## src/rtl/mem_arbiter_pkg.sv

```systemverilog
// mem_arbiter_pkg
// Shared types for the IF/LS memory-port arbiter.
//   owner_e     : which requester owns the memory port (also used by fetch, LSU and trace logic)
//   arb_state_e : arbiter sequencing states
package mem_arbiter_pkg;

    typedef enum logic {
        OwnIf = 1'b0,
        OwnLs = 1'b1
    } owner_e;

    typedef enum logic [1:0] {
        StIdle = 2'd0,
        StReq  = 2'd1,
        StWait = 2'd2
    } arb_state_e;

    // Round-robin preference: when both request, the side that did not win last goes first.
    function automatic owner_e rr_prefer(input owner_e last_owner);
        return (last_owner == OwnIf) ? OwnLs : OwnIf;
    endfunction

endpackage

```

## src/rtl/mem_arb_pick.sv

```systemverilog
// mem_arb_pick
// Purely combinational 2-way round-robin picker.
//   req_if_i     : fetch request
//   req_ls_i     : load/store request
//   last_owner_i : owner that won the previous arbitration
//   gnt_o        : one-hot grant, bit 0 = IF, bit 1 = LS (all zero when nobody requests)
//   winner_o     : index of the granted requester (don't-care when gnt_o is zero)
module mem_arb_pick
    import mem_arbiter_pkg::*;
(
    input  logic       req_if_i,
    input  logic       req_ls_i,
    input  owner_e     last_owner_i,
    output logic [1:0] gnt_o,
    output owner_e     winner_o
);

    always_comb begin
        winner_o = OwnIf;
        if (req_if_i && req_ls_i) begin
            winner_o = rr_prefer(last_owner_i);
        end else if (req_ls_i) begin
            winner_o = OwnLs;
        end else begin
            winner_o = OwnIf;
        end
        gnt_o[0] = req_if_i && (winner_o == OwnIf);
        gnt_o[1] = req_ls_i && (winner_o == OwnLs);
    end

endmodule

```

## src/rtl/mem_arbiter.sv

```systemverilog
// mem_arbiter
// Shares one memory port between instruction fetch (IF) and the load/store unit (LS), with a
// single outstanding transaction and round-robin arbitration.
//   clk_i, rstn_i            : clock, asynchronous active-low reset
//   if_req_i/if_addr_i       : fetch request (held until if_gnt_o)
//   if_gnt_o                 : fetch accepted (combinational, IDLE only)
//   if_rvalid_o/if_rdata_o   : fetch response pulse and data
//   ls_req_i/we/be/addr/wdata: load/store request (held until ls_gnt_o)
//   ls_gnt_o                 : load/store accepted (combinational, IDLE only)
//   ls_rvalid_o/ls_rdata_o   : load data or store completion pulse (rdata 0 for stores)
//   mem_req_o..mem_wdata_o   : registered memory command
//   mem_gnt_i                : memory accepted the command
//   mem_rvalid_i/mem_rdata_i : memory response
module mem_arbiter
    import mem_arbiter_pkg::*;
#(
    parameter int unsigned ADDR_W = 32,
    parameter int unsigned DATA_W = 32
) (
    input  logic                clk_i,
    input  logic                rstn_i,

    input  logic                if_req_i,
    input  logic [ADDR_W-1:0]   if_addr_i,
    output logic                if_gnt_o,
    output logic                if_rvalid_o,
    output logic [DATA_W-1:0]   if_rdata_o,

    input  logic                ls_req_i,
    input  logic                ls_we_i,
    input  logic [DATA_W/8-1:0] ls_be_i,
    input  logic [ADDR_W-1:0]   ls_addr_i,
    input  logic [DATA_W-1:0]   ls_wdata_i,
    output logic                ls_gnt_o,
    output logic                ls_rvalid_o,
    output logic [DATA_W-1:0]   ls_rdata_o,

    output logic                mem_req_o,
    output logic                mem_we_o,
    output logic [DATA_W/8-1:0] mem_be_o,
    output logic [ADDR_W-1:0]   mem_addr_o,
    output logic [DATA_W-1:0]   mem_wdata_o,
    input  logic                mem_gnt_i,
    input  logic                mem_rvalid_i,
    input  logic [DATA_W-1:0]   mem_rdata_i
);

    localparam int unsigned BE_W = DATA_W / 8;

    arb_state_e          state_q, state_d;
    // Owner of the current transaction; between transactions it is the last winner.
    owner_e              owner_q, owner_d;
    logic                mem_req_q, mem_req_d;
    logic                mem_we_q, mem_we_d;
    logic [BE_W-1:0]     mem_be_q, mem_be_d;
    logic [ADDR_W-1:0]   mem_addr_q, mem_addr_d;
    logic [DATA_W-1:0]   mem_wdata_q, mem_wdata_d;

    logic [1:0]          pick_gnt;
    owner_e              pick_winner;
    logic                resp_valid;

    mem_arb_pick u_pick (
        .req_if_i     (if_req_i),
        .req_ls_i     (ls_req_i),
        .last_owner_i (owner_q),
        .gnt_o        (pick_gnt),
        .winner_o     (pick_winner)
    );

    always_comb begin
        state_d     = state_q;
        owner_d     = owner_q;
        mem_req_d   = mem_req_q;
        mem_we_d    = mem_we_q;
        mem_be_d    = mem_be_q;
        mem_addr_d  = mem_addr_q;
        mem_wdata_d = mem_wdata_q;
        if_gnt_o    = 1'b0;
        ls_gnt_o    = 1'b0;
        resp_valid  = 1'b0;

        unique case (state_q)
            StIdle: begin
                // Gated by rstn_i so no grant leaks out while reset is held.
                if (rstn_i && (pick_gnt != 2'b00)) begin
                    if_gnt_o  = pick_gnt[0];
                    ls_gnt_o  = pick_gnt[1];
                    owner_d   = pick_winner;
                    mem_req_d = 1'b1;
                    state_d   = StReq;
                    if (pick_winner == OwnLs) begin
                        mem_we_d    = ls_we_i;
                        mem_be_d    = ls_be_i;
                        mem_addr_d  = ls_addr_i;
                        mem_wdata_d = ls_wdata_i;
                    end else begin
                        // Fetches are always full-word reads; wdata is zeroed as it has no source.
                        mem_we_d    = 1'b0;
                        mem_be_d    = '1;
                        mem_addr_d  = if_addr_i;
                        mem_wdata_d = '0;
                    end
                end
            end
            StReq: begin
                if (mem_gnt_i) begin
                    mem_req_d  = 1'b0;
                    // Response may arrive together with the grant.
                    resp_valid = mem_rvalid_i;
                    state_d    = mem_rvalid_i ? StIdle : StWait;
                end
            end
            StWait: begin
                if (mem_rvalid_i) begin
                    resp_valid = 1'b1;
                    state_d    = StIdle;
                end
            end
            default: begin
                state_d = StIdle;
            end
        endcase
    end

    always_ff @(posedge clk_i or negedge rstn_i) begin
        if (!rstn_i) begin
            state_q     <= StIdle;
            owner_q     <= OwnIf;
            mem_req_q   <= 1'b0;
            mem_we_q    <= 1'b0;
            mem_be_q    <= '0;
            mem_addr_q  <= '0;
            mem_wdata_q <= '0;
        end else begin
            state_q     <= state_d;
            owner_q     <= owner_d;
            mem_req_q   <= mem_req_d;
            mem_we_q    <= mem_we_d;
            mem_be_q    <= mem_be_d;
            mem_addr_q  <= mem_addr_d;
            mem_wdata_q <= mem_wdata_d;
        end
    end

    always_comb begin
        if_rvalid_o = resp_valid && (owner_q == OwnIf);
        ls_rvalid_o = resp_valid && (owner_q == OwnLs);
        if_rdata_o  = if_rvalid_o ? mem_rdata_i : '0;
        // Stores complete with a pulse but carry no data.
        ls_rdata_o  = (ls_rvalid_o && !mem_we_q) ? mem_rdata_i : '0;
    end

    assign mem_req_o   = mem_req_q;
    assign mem_we_o    = mem_we_q;
    assign mem_be_o    = mem_be_q;
    assign mem_addr_o  = mem_addr_q;
    assign mem_wdata_o = mem_wdata_q;

endmodule

```

## config.mk

```make
export PLATFORM = sky130hd
export DESIGN_NAME = mem_arbiter
export DESIGN_NICKNAME = d
export VERILOG_FILES = /design/src/rtl/mem_arbiter_pkg.sv /design/src/rtl/mem_arb_pick.sv /design/src/rtl/mem_arbiter.sv
export SDC_FILE = /design/constraint.sdc
export NUM_CORES = 1
export LEC_CHECK = 0
export CORE_ASPECT_RATIO = 0.5
export CORE_MARGIN = 2
export CORE_UTILIZATION = 30
export DETAILED_ROUTE_END_ITERATION = 16
export PLACE_DENSITY = 0.74
export SETUP_SLACK_MARGIN = 0.4
export SLEW_MARGIN = 20
export SYNTH_ARGS = -nofsm -noshare
export SYNTH_HDL_FRONTEND = slang
export SYNTH_SLANG_ARGS = --single-unit
```

## constraint.sdc

```tcl
create_clock -name clk_i -period 2.8 [get_ports clk_i]
set_input_delay 0.56 -clock clk_i [delete_from_list [all_inputs] [get_ports clk_i]]
set_output_delay 0.56 -clock clk_i [all_outputs]
set_load 0.01 [all_outputs]
```

==> impl_metrics.csv, run 1 <==
group,metric,value,unit
grt,grt_pass1_wl,20.56,mm
outcome,status,"completed",
grt,use_met3,4.209,%
cells_and_area,fin_area,6884,sq um
die,rows,27,
power_and_ir_drop,worst_ir_drop_vdd,420.2,uV
clock_tree,path_clk_slew,0.06,ns
yosys,synth_edf_count,0,
timing,rsz0062_at_grt,"yes",
cells_and_area,layout.cells.non_filler,798,
route,ant_nets,0,
timing,drv_slew,0,
timing,period_needed,2.682,ns
cells_and_area,drive_gt1_share,22.51,%
yosys,syn-cell-area,3485,sq um
power_and_ir_drop,switching_share,33.83,%
grt,grt-ovfl-total,0,
yosys,yosysWarnings,0,
critical_path,arrival,2.12,ns
clock_tree,clk_path_buf_depth,2,
grt,grtUsageMet1,24.32,%
power_and_ir_drop,p_comb_share,49.1,%
cells_and_area,mostFrequentLayoutCells,"203 x clkdlybuf4s50_1, 73 x dfrtp_1, 65 x a21oi_1",
timing,setup_ws,0.1176,ns
route,drtPass1Iterations,4,
route,drt_iter0_drc,204,
route,drcViolationCount,0,
timing,setup_viol_count_final,0,
die,core_area,11150,sq um
die,boundaryPins,277,
critical_path,critical_path_class,"flip-flop to primary output",
critical_path,worst-path-max-fanout,4,
die,die_w,156.4,um
power_and_ir_drop,seqPwrFrac,30.2,%
cells_and_area,fillers,928,
timing,worst_pin_slew,0.7921,ns
yosys,async_reset_ff_share,100.0,%
route,wl_per_cell,17.63,um
timing,clock_skew,0.006199,ns
timing,clock.fmax,372.8,MHz
clock_tree,clock_latency,0.33,ns
critical_path,startpoint_type,"flip-flop",
placement,hpwl,9.660,mm
clock_tree,cts_root_buf,"clkbuf_16",
power_and_ir_drop,powerDensity,897.6,nW/um^2
critical_path,worstPathRequired,2.24,ns
timing,hold_viol,0,
yosys,ys_seq_elements,73,
critical_path,crit_start,"state_q[1]$_DFFE_PN0P_",
critical_path,crit_chain,"inv_2, ha_4, nand2_4, nor4b_4, buf_4, clkbuf_16, buf_6, buf_6, and2_4, buf_6",
power_and_ir_drop,p_int,4.089,mW
grt,grt_pass1_vias,3777,
cells_and_area,final_core_util,61.75,%
placement,dp_slack,-0.1375,ns
grt,grt_max_degree,67,
timing,slew-limit-headroom,47.19,%
critical_path,slowest_stage,"dfrtp_1",
critical_path,end_kind,"primary output",
clock_tree,holdBufCountCts,0,
power_and_ir_drop,clkPwrFrac,20.7,%
grt,antenna_found_initial,0,
placement,dpl_cell_area,6420,sq um
yosys,yosysTopAreaCell,"dfrtp_1",
cells_and_area,num-nets-final,790,
power_and_ir_drop,total_power,6.179,mW
timing,min_period_over_period,95.80,%
critical_path,crit_path_max_incr_delay,0.38,ns
power_and_ir_drop,p_leak,3.120,nW
yosys,synth_top_area_share,52.42,%
clock_tree,clkSinkCount,73,
die,die-area,12550,sq um
route,routed_wl,14.07,mm
critical_path,rr_startpoint,"state_q[1]$_DFFE_PN0P_",
yosys,yosys-top-cells-area,"dfrtp_1 52%, and2_1 11%, a21oi_1 9.5%",
critical_path,cp.buffers_inverters,6,
clock_tree,cts-htree-levels,3,
critical_path,cp_top_family,"buffers and inverters",
clock_tree,cts_made_buffers,9,
placement,dp_cells,766,
grt,top_usage_layer,"met2",
cells_and_area,antennaDiodeCount,0,
yosys,synth-main-ff-cell,"dfrtp_1",
hold_path,hp-class,"primary input to async pin",
yosys,synth_cells,359,
yosys,synthesis.nets,501,
power_and_ir_drop,switching_power,2.090,mW
placement,gp_congestion,0.8115,
job,maxCapViolations,0,
cells_and_area,final_common_cell,"clkdlybuf4s50_1",
cells_and_area,areaGrowthSynthToFinish,97.56,%
grt,use_met2,39.91,%
critical_path,cpMostUsedCell,"buf_6",
yosys,avgSynthCellArea,9.706,sq um
grt,grt_use_total,21.29,%
die,die_y,80.21,um
placement,io_buffer_count,276,
route,vias,3790,
clock_tree,cts_tree,"done",
die,initial_core_util,31.26,%
route,post_drt_via_cell_ratio,4.749,
yosys,synth_cell_types,30,
yosys,seq_area_frac_synth,52.42,%
==> stage by stage <==
step,hold slack [ns],TNS (ns)
after CTS,0.07318,0
after global placement,0.4326,-3.979
after global routing,0.07960,0
after detailed placement,0.4339,-5.749
after floorplan,0.2644,0
final,0.08069,0
==> registers in the layout (all words and copies together) (netlist names) <==
| name | cells |
|---|---|
| mem_req_o | 1 |
| mem_be_o | 4 |
| mem_addr_o | 32 |
| state_q | 2 |
| mem_we_o | 1 |
| mem_wdata_o | 32 |
| owner_q | 1 |
==> kinds of logic after synthesis <==
logic type	after synthesis	share of synthesized area (%)
AND/OR/NAND/NOR	141	20.97
flip-flops	73	52.42
multiplexers	1	0.2873
buffers and inverters	30	4.165
AO/OA/AOI/OAI	111	21.08
adder cells (fa/ha/maj)	3	1.077
==> synth_stat cells (2+ instances only) <==
cell,number
a21oi_1,66
a22o_1,33
and2_1,64
buf_2,11
buf_4,4
clkbuf_1,8
clkbuf_2,3
dfrtp_1,73
ha_1,3
inv_1,3
nand2_1,36
nor2_1,33
nor2b_1,2
o22a_1,4
==> power by group through the flow <==
stage / clock (mW) / combinational, mW / sequential, mW
after floorplan: 0 / 0.985 / 2.09
after detailed placement: 0 / 2.87 / 1.87
after CTS: 1.29 / 2.99 / 1.86
final: 1.28 / 3.04 / 1.87
after global routing: 1.33 / 3.25 / 1.93
after global placement: 0 / 2.84 / 1.85
==> routing by layer <==
| layer | routed length (um) | up-vias |
|---|---|---|
| li1 | - | 1800 |
| met1 | 5455 | 1834 |
| met2 | 7592 | 127 |
| met3 | 674 | 29 |
| met4 | 345 | 0 |
| met5 | 0 | - |
==> path summary, 6_finish.rpt <==
check | cells past startpoint | slack (ns) | end
max | 10 | 0.12 | ls_rdata_o[11]
min | 1 | 0.08 | owner_q$_DFFE_PN0P_
max reg2reg | 6 | 1.09 | mem_addr_o[21]$_DFFE_PN0P_
min reg2reg | 1 | 0.50 | mem_wdata_o[6]$_DFFE_PN0P_
max in group asynchronous | 2 | 1.69 | mem_addr_o[12]$_DFFE_PN0P_
min in group clk_i | 1 | 0.50 | mem_wdata_o[6]$_DFFE_PN0P_
==> layout make-up <==
cell class | count | area (sq um) | area share (%)
clock inverter | 6 | 88.84 | 1.290
sequential | 73 | 1827 | 26.54
timing repair buffer | 304 | 2902 | 42.15
clock buffer | 10 | 239.0 | 3.471
tap | 145 | 181.4 | 2.635
inverter | 4 | 15.01 | 0.2181
multi-input combinational | 256 | 1632 | 23.70
==> worst reg2reg max path, cell delays in order, from the launching register on <==
cell and delay, ns:
dfrtp_1 0.38, inv_2 0.08, ha_4 0.19, o211ai_4 0.07
buf_4 0.61, a21oi_1 0.11, a21oi_1 0.20
==> timing repair <==
| action | in CTS | in global routing |
|---|---|---|
| pin swaps | 16 | 20 |
| endpoints found under the setup margin | 68 | 66 |
| setup buffers | 9 | 3 |
| endpoints found under the hold margin | 0 | 0 |
| resized for setup | 181 | 118 |
| gates cloned | 3 | 1 |
Power figures use the tool's default switching activity.
==> run 2, diff against run 1 <==
--- a/config.mk
+++ b/config.mk
@@ -7,9 +7,9 @@
 export LEC_CHECK = 0
 export CORE_ASPECT_RATIO = 0.5
 export CORE_MARGIN = 2
-export CORE_UTILIZATION = 30
+export CORE_UTILIZATION = 36
 export DETAILED_ROUTE_END_ITERATION = 16
-export PLACE_DENSITY = 0.74
+export PLACE_DENSITY = 0.87
 export SETUP_SLACK_MARGIN = 0.4
 export SLEW_MARGIN = 20
 export SYNTH_ARGS = -nofsm -noshare
==> run 2 against run 1 <==
  * Register-to-register slack got worse by 0.19 ns
  * Non-clock buffer count rose by 5
  * Sequential cell count did not move
  * Sequential share of layout area fell by 1.3 points
  * Hold slack improved by 0.0068 ns
  * Critical path type unchanged
==> impl_metrics.csv, run 2 (synthesized netlist as in run 1, its figures left out) <==
group,metric,value,unit
cells_and_area,seqCellArea,1828,sq um
placement,hpwl,9.760,mm
cells_and_area,final_core_util,76.88,%
power_and_ir_drop,p_leak,3.247,nW
clock_tree,holdBufCountCts,0,
cells_and_area,multi_input_area,1727,sq um
clock_tree,cts_root_buf,"clkbuf_16",
timing,hold_viol,0,
route,ant_nets,0,
timing,clock_skew,0.01130,ns
timing,min_period_over_period,97.15,%
timing,worst_hold_slack,0.08746,ns
cells_and_area,drive_gt1_share,28.42,%
cells_and_area,fillers,568,
timing,drv_slew,0,
route,post_drt_via_cell_ratio,5.120,
timing,slew-limit-headroom,49.74,%
placement,dp_cells,754,
critical_path,arrival,2.16,ns
critical_path,crit_path_max_incr_delay,0.38,ns
timing,finalSetupTns,0,ns
clock_tree,clkSinkCount,73,
power_and_ir_drop,worst_ir_drop_vdd,562.2,uV
clock_tree,cts_made_buffers,9,
die,initial_core_util,37.01,%
die,boundaryPins,277,
route,wl_met3,1.001,mm
timing,period_needed,2.720,ns
cells_and_area,areaGrowthSynthToFinish,107.7,%
clock_tree,cts_tree,"done",
route,routedLengthMet1,5.886,mm
route,vias,4065,
critical_path,startpoint_type,"flip-flop",
die,die_w,143.1,um
critical_path,crit_chain,"inv_2, ha_4, nand2_4, nor4b_4, buf_4, clkbuf_16, buf_6, buf_6, and2_4, buf_6",
die,die-area,10530,sq um
critical_path,end_kind,"primary output",
die,die_y,73.57,um
route,drt_iter0_drc,324,
cells_and_area,mostFrequentLayoutCells,"203 x clkdlybuf4s50_1, 72 x dfrtp_1, 68 x buf_6",
clock_tree,path_clk_slew,0.06,ns
critical_path,cp_top_family,"buffers and inverters",
critical_path,slowest_stage,"dfrtp_1",
cells_and_area,num-nets-final,795,
die,core_area,9415,sq um
route,drtPass1Iterations,5,
clock_tree,clock_latency,0.34,ns
hold_path,hp-class,"primary input to async pin",
cells_and_area,layout.cells.non_filler,794,
critical_path,worst-path-max-fanout,4,
critical_path,worstPathRequired,2.24,ns
grt,grt_pass1_wl,21.46,mm
route,dr.max_layer_used,"met4",
route,wl_per_cell,20.29,um
cells_and_area,final_common_cell,"clkdlybuf4s50_1",
grt,antenna_found_initial,1,
route,drcViolationCount,0,
route,routed_wl,16.11,mm
outcome,status,"completed",
critical_path,critical_path_class,"flip-flop to primary output",
clock_tree,clk_path_buf_depth,2,
critical_path,cp.buffers_inverters,6,
timing,rsz0062_at_grt,"yes",
timing,setup_viol_count_final,0,
route,routed-wl-met2,8.598,mm
job,maxCapViolations,0,
placement,io_buffer_count,276,
die,rows,25,
grt,grt-ovfl-total,0,
grt,grt_max_degree,67,
clock_tree,cts-htree-levels,3,
power_and_ir_drop,total_power,6.365,mW
critical_path,cpMostUsedCell,"buf_6",
grt,grt_use_total,26.89,%
power_and_ir_drop,powerDensity,879.3,nW/um^2
timing,worst_pin_slew,0.7539,ns
grt,grt_pass1_vias,3923,
timing,clock.fmax,367.6,MHz
placement,gp_congestion,0.8991,
-- run 2: changes by cell type in the layout (fill, tap and decap cells not counted), sizes merged, moves of 2 or more --
cell,change
clkinvlp,-2
clkbuf,-28
buf,+34
clkinv,+4
-- run 2: path summary, 6_finish.rpt --
path	to	cells past startpoint	slack [ns]	startpoint
setup / recovery	ls_rdata_o[24]	10	0.08	state_q[1]$_DFFE_PN0P_
hold / removal	state_q[1]$_DFFE_PN0P_	1	0.09	rstn_i
setup reg to reg	mem_addr_o[1]$_DFFE_PN0P_	6	0.90	state_q[1]$_DFFE_PN0P_
hold reg to reg	mem_wdata_o[17]$_DFFE_PN0P_	1	0.50	mem_wdata_o[17]$_DFFE_PN0P_
max in group asynchronous	mem_addr_o[13]$_DFFE_PN0P_	2	1.69	rstn_i
min in group clk_i	mem_wdata_o[17]$_DFFE_PN0P_	1	0.50	mem_wdata_o[17]$_DFFE_PN0P_
-- run 2: per-layer routing --
layer  up-vias  track usage, %
met4         0           10.78
met3        55           7.823
met5         -               0
met2       193           49.07
met1      2001           30.13
li1       1816               -
-- run 2: per-stage QoR --
stage	cell area (sq um)	worst slack, ns
final	7238	0.07981
after floorplan	3485	0.7814
after global routing	7238	0.0004670
after detailed placement	6392	-0.1945
after global placement	6392	-0.08670
after CTS	6639	0.03093
-- run 2: report_power, final --
group / total [mW] / internal, mW / switching, mW
Clock: 1.13 / 0.685 / 0.447
Sequential: 1.91 / 1.57 / 0.334
Combinational: 3.33 / 1.87 / 1.46
-- run 2: repair_timing --
action	in CTS	in global routing
setup buffers	10	6
pin swaps	15	33
cloned	3	4
endpoints found under the setup margin	68	67
resized for setup	295	118
-- run 2: layout make-up --
cell class	instances	share of cell area [%]
multi-input cells	256	23.85
inverters	4	0.2420
repair buffers	309	44.30
flip-flops and latches	73	25.25
diodes	1	0.03457
clock buffers	10	3.163
clock inverters	6	0.8124
well taps	135	2.334
-- run 2: worst reg2reg max path, stage by stage, from the launching register on --
cell      delay (ns)
dfrtp_1         0.38
inv_2           0.09
ha_4            0.20
o211ai_4        0.08
buf_4           0.61
a21oi_1         0.20
a21oi_1         0.24
==> run 3, diff against run 2 <==
--- a/config.mk
+++ b/config.mk
@@ -7,9 +7,9 @@
 export LEC_CHECK = 0
 export CORE_ASPECT_RATIO = 0.5
 export CORE_MARGIN = 2
-export CORE_UTILIZATION = 36
+export CORE_UTILIZATION = 33
 export DETAILED_ROUTE_END_ITERATION = 16
-export PLACE_DENSITY = 0.87
+export PLACE_DENSITY = 0.8
 export SETUP_SLACK_MARGIN = 0.4
 export SLEW_MARGIN = 20
 export SYNTH_ARGS = -nofsm -noshare
==> constraint.sdc (replaced) <==
create_clock -name clk_i -period 3.12 [get_ports clk_i]
set_input_delay 0.624 -clock clk_i [delete_from_list [all_inputs] [get_ports clk_i]]
set_output_delay 0.624 -clock clk_i [all_outputs]
set_load 0.01 [all_outputs]
==> run 3 against run 2 <==
  * Worst setup slack better by 0.26 ns
  * Cell count decreased by 0.13%
  * Via count shrank 6.1%
  * Global-route usage is 3.6 points lower
  * Sequential cell count is the same
  * Non-clock buffer count shrank 5
  * Hold slack better by 0.22 ns
  * Largest power group unchanged
  * Highest routed layer unchanged
==> impl_metrics.csv, run 3 (synthesized netlist as in run 1, its figures left out) <==
group,metric,value,unit
cells_and_area,num-nets-final,790,
power_and_ir_drop,powerDensity,779.4,nW/um^2
route,drcViolationCount,0,
outcome,status,"completed",
critical_path,end_kind,"primary output",
placement,gp_congestion,0.8241,
timing,worst_pin_slew,0.7256,ns
power_and_ir_drop,total_power,5.560,mW
grt,grt-ovfl-total,0,
job,maxCapViolations,0,
clock_tree,cts_tree,"done",
cells_and_area,final_common_cell,"clkdlybuf4s50_1",
critical_path,arrival,2.15,ns
grt,grt_use_total,23.29,%
clock_tree,clkSinkCount,73,
timing,clock.fmax,359.9,MHz
cells_and_area,areaGrowthSynthToFinish,104.7,%
critical_path,worstPathRequired,2.50,ns
timing,period_needed,2.779,ns
die,boundaryPins,277,
timing,setup_viol_count_final,0,
grt,grt_pass1_wl,20.69,mm
clock_tree,clk_path_buf_depth,2,
timing,rsz0062_at_grt,"yes",
cells_and_area,layout.cells.non_filler,793,
timing,finalSetupTns,0,ns
route,post_drt_via_cell_ratio,4.812,
cells_and_area,drive_gt1_share,17.46,%
cells_and_area,antennaDiodeCount,0,
route,drt_iter0_drc,177,
die,initial_core_util,34.00,%
grt,grt_max_degree,67,
grt,grt_pass1_vias,3729,
hold_path,hp-class,"primary input to async pin",
timing,worst_hold_slack,0.3076,ns
placement,hpwl,9.759,mm
timing,hold_viol,0,
clock_tree,clock_latency,0.33,ns
die,die_y,76.66,um
placement,dp_cells,758,
die,core_area,10250,sq um
clock_tree,holdBufCountCts,0,
timing,slew-limit-headroom,51.63,%
timing,drv_slew,0,
critical_path,rr_startpoint,"state_q[1]$_DFFE_PN0P_",
clock_tree,path_clk_slew,0.06,ns
route,wl_per_cell,17.89,um
die,die-area,11450,sq um
route,vias,3816,
grt,antenna_found_initial,0,
critical_path,crit_end,"ls_rdata_o[9]",
critical_path,crit_start,"state_q[1]$_DFFE_PN0P_",
critical_path,worst-path-max-fanout,4,
critical_path,reg2reg_slack,1.38,ns
route,routed_wl,14.19,mm
placement,io_buffer_count,276,
die,rows,26,
critical_path,critical_path_class,"flip-flop to primary output",
timing,clock_skew,0.004852,ns
route,ant_nets,0,
critical_path,r2r_end,"mem_addr_o[30]$_DFFE_PN0P_",
cells_and_area,mostFrequentLayoutCells,"205 x clkdlybuf4s50_1, 73 x dfrtp_1, 65 x a21oi_1",
timing,min_period_over_period,89.06,%
clock_tree,cts_root_buf,"clkbuf_16",
die,die_w,149.3,um
critical_path,startpoint_type,"flip-flop",
route,drtPass1Iterations,6,
critical_path,r2r_cells,6,
cells_and_area,fillers,759,
clock_tree,cts-htree-levels,3,
power_and_ir_drop,worst_ir_drop_vdd,383.8,uV
clock_tree,cts_made_buffers,9,
power_and_ir_drop,p_leak,3.690,nW
==> run 3: changes by cell type in the layout (fill, tap and decap cells not counted), moves of 2 or more <==
cell / delta
buf_2: +2
clkdlybuf4s50_1: +2
and2_4: -34
dlymetal6s2s_1: +33
buf_6: -38
and2_1: +34
==> run 3: metrics by stage <==
stage	setup slack (ns)	area [sq um]	util, %
2_1_floorplan	1.037	3485	-
3_3_place_gp	0.09406	6391	62.37
3_5_place_dp	0.01669	6391	62.37
4_1_cts	0.2473	6738	65.75
5_1_grt	0.2649	7134	69.62
6_report	0.3412	7134	69.62
==> run 3: where the power goes <==
group / leakage, nW / total (mW) / internal [mW] / switching, mW
clock network: 0.160 / 1.10 / 0.700 / 0.404
registers: 0.881 / 1.68 / 1.41 / 0.272
logic: 2.65 / 2.78 / 1.57 / 1.20
==> run 3: critical path: stages (launching register included) <==
cell and delay, ns:
dfrtp_1 0.37, inv_2 0.09, ha_4 0.29, nand2_4 0.07, nor4b_4 0.29, buf_4 0.17, clkbuf_16 0.12, buf_6 0.10
buf_6 0.11, and2_4 0.14, buf_6 0.09
==> run 3: how the worst min path moves through the flow <==
stage,slack (ns),start,to
5_1_grt,0.33,rstn_i,mem_wdata_o[24]$_DFFE_PN0P_
4_1_cts,0.31,rstn_i,mem_addr_o[0]$_DFFE_PN0P_
6_report,0.31,rstn_i,mem_addr_o[0]$_DFFE_PN0P_
2_1_floorplan,0.33,rstn_i,mem_addr_o[0]$_DFFE_PN0P_
3_3_place_gp,0.49,mem_wdata_o[7]$_DFFE_PN0P_,mem_wdata_o[7]$_DFFE_PN0P_
3_5_place_dp,0.49,mem_wdata_o[4]$_DFFE_PN0P_,mem_wdata_o[4]$_DFFE_PN0P_
==> run 3: final cells by class <==
type | instances | area [sq um] | share of cell area, %
Clock buffer | 9 | 225.2 | 3.157
Clock inverter | 7 | 92.59 | 1.298
Inverter | 4 | 15.01 | 0.2105
Multi-Input combinational cell | 256 | 1632 | 22.87
Sequential cell | 73 | 1827 | 25.61
Tap cell | 140 | 175.2 | 2.455
Timing Repair Buffer | 304 | 3168 | 44.41
==> run 3: per-layer routing <==
metal / up-vias / part of all wire [%] / routed length (um) / GRT usage [%]
met1: 1846 / 40 / 5674 / 27.43
met3: 32 / 4.6 / 646 / 4.940
met2: 130 / 52 / 7448 / 42.17
met4: 0 / 3.0 / 419 / 8.095
met5: - / 0 / 0 / 0
li1: 1808 / - / - / -
==> run 3: what timing repair did <==
action | in CTS | in global routing
buffers inserted | 10 | 4
gates cloned | 2 | 3
resized for setup | 145 | 86
pin swaps | 6 | 16
setup endpoints to repair | 67 | 67
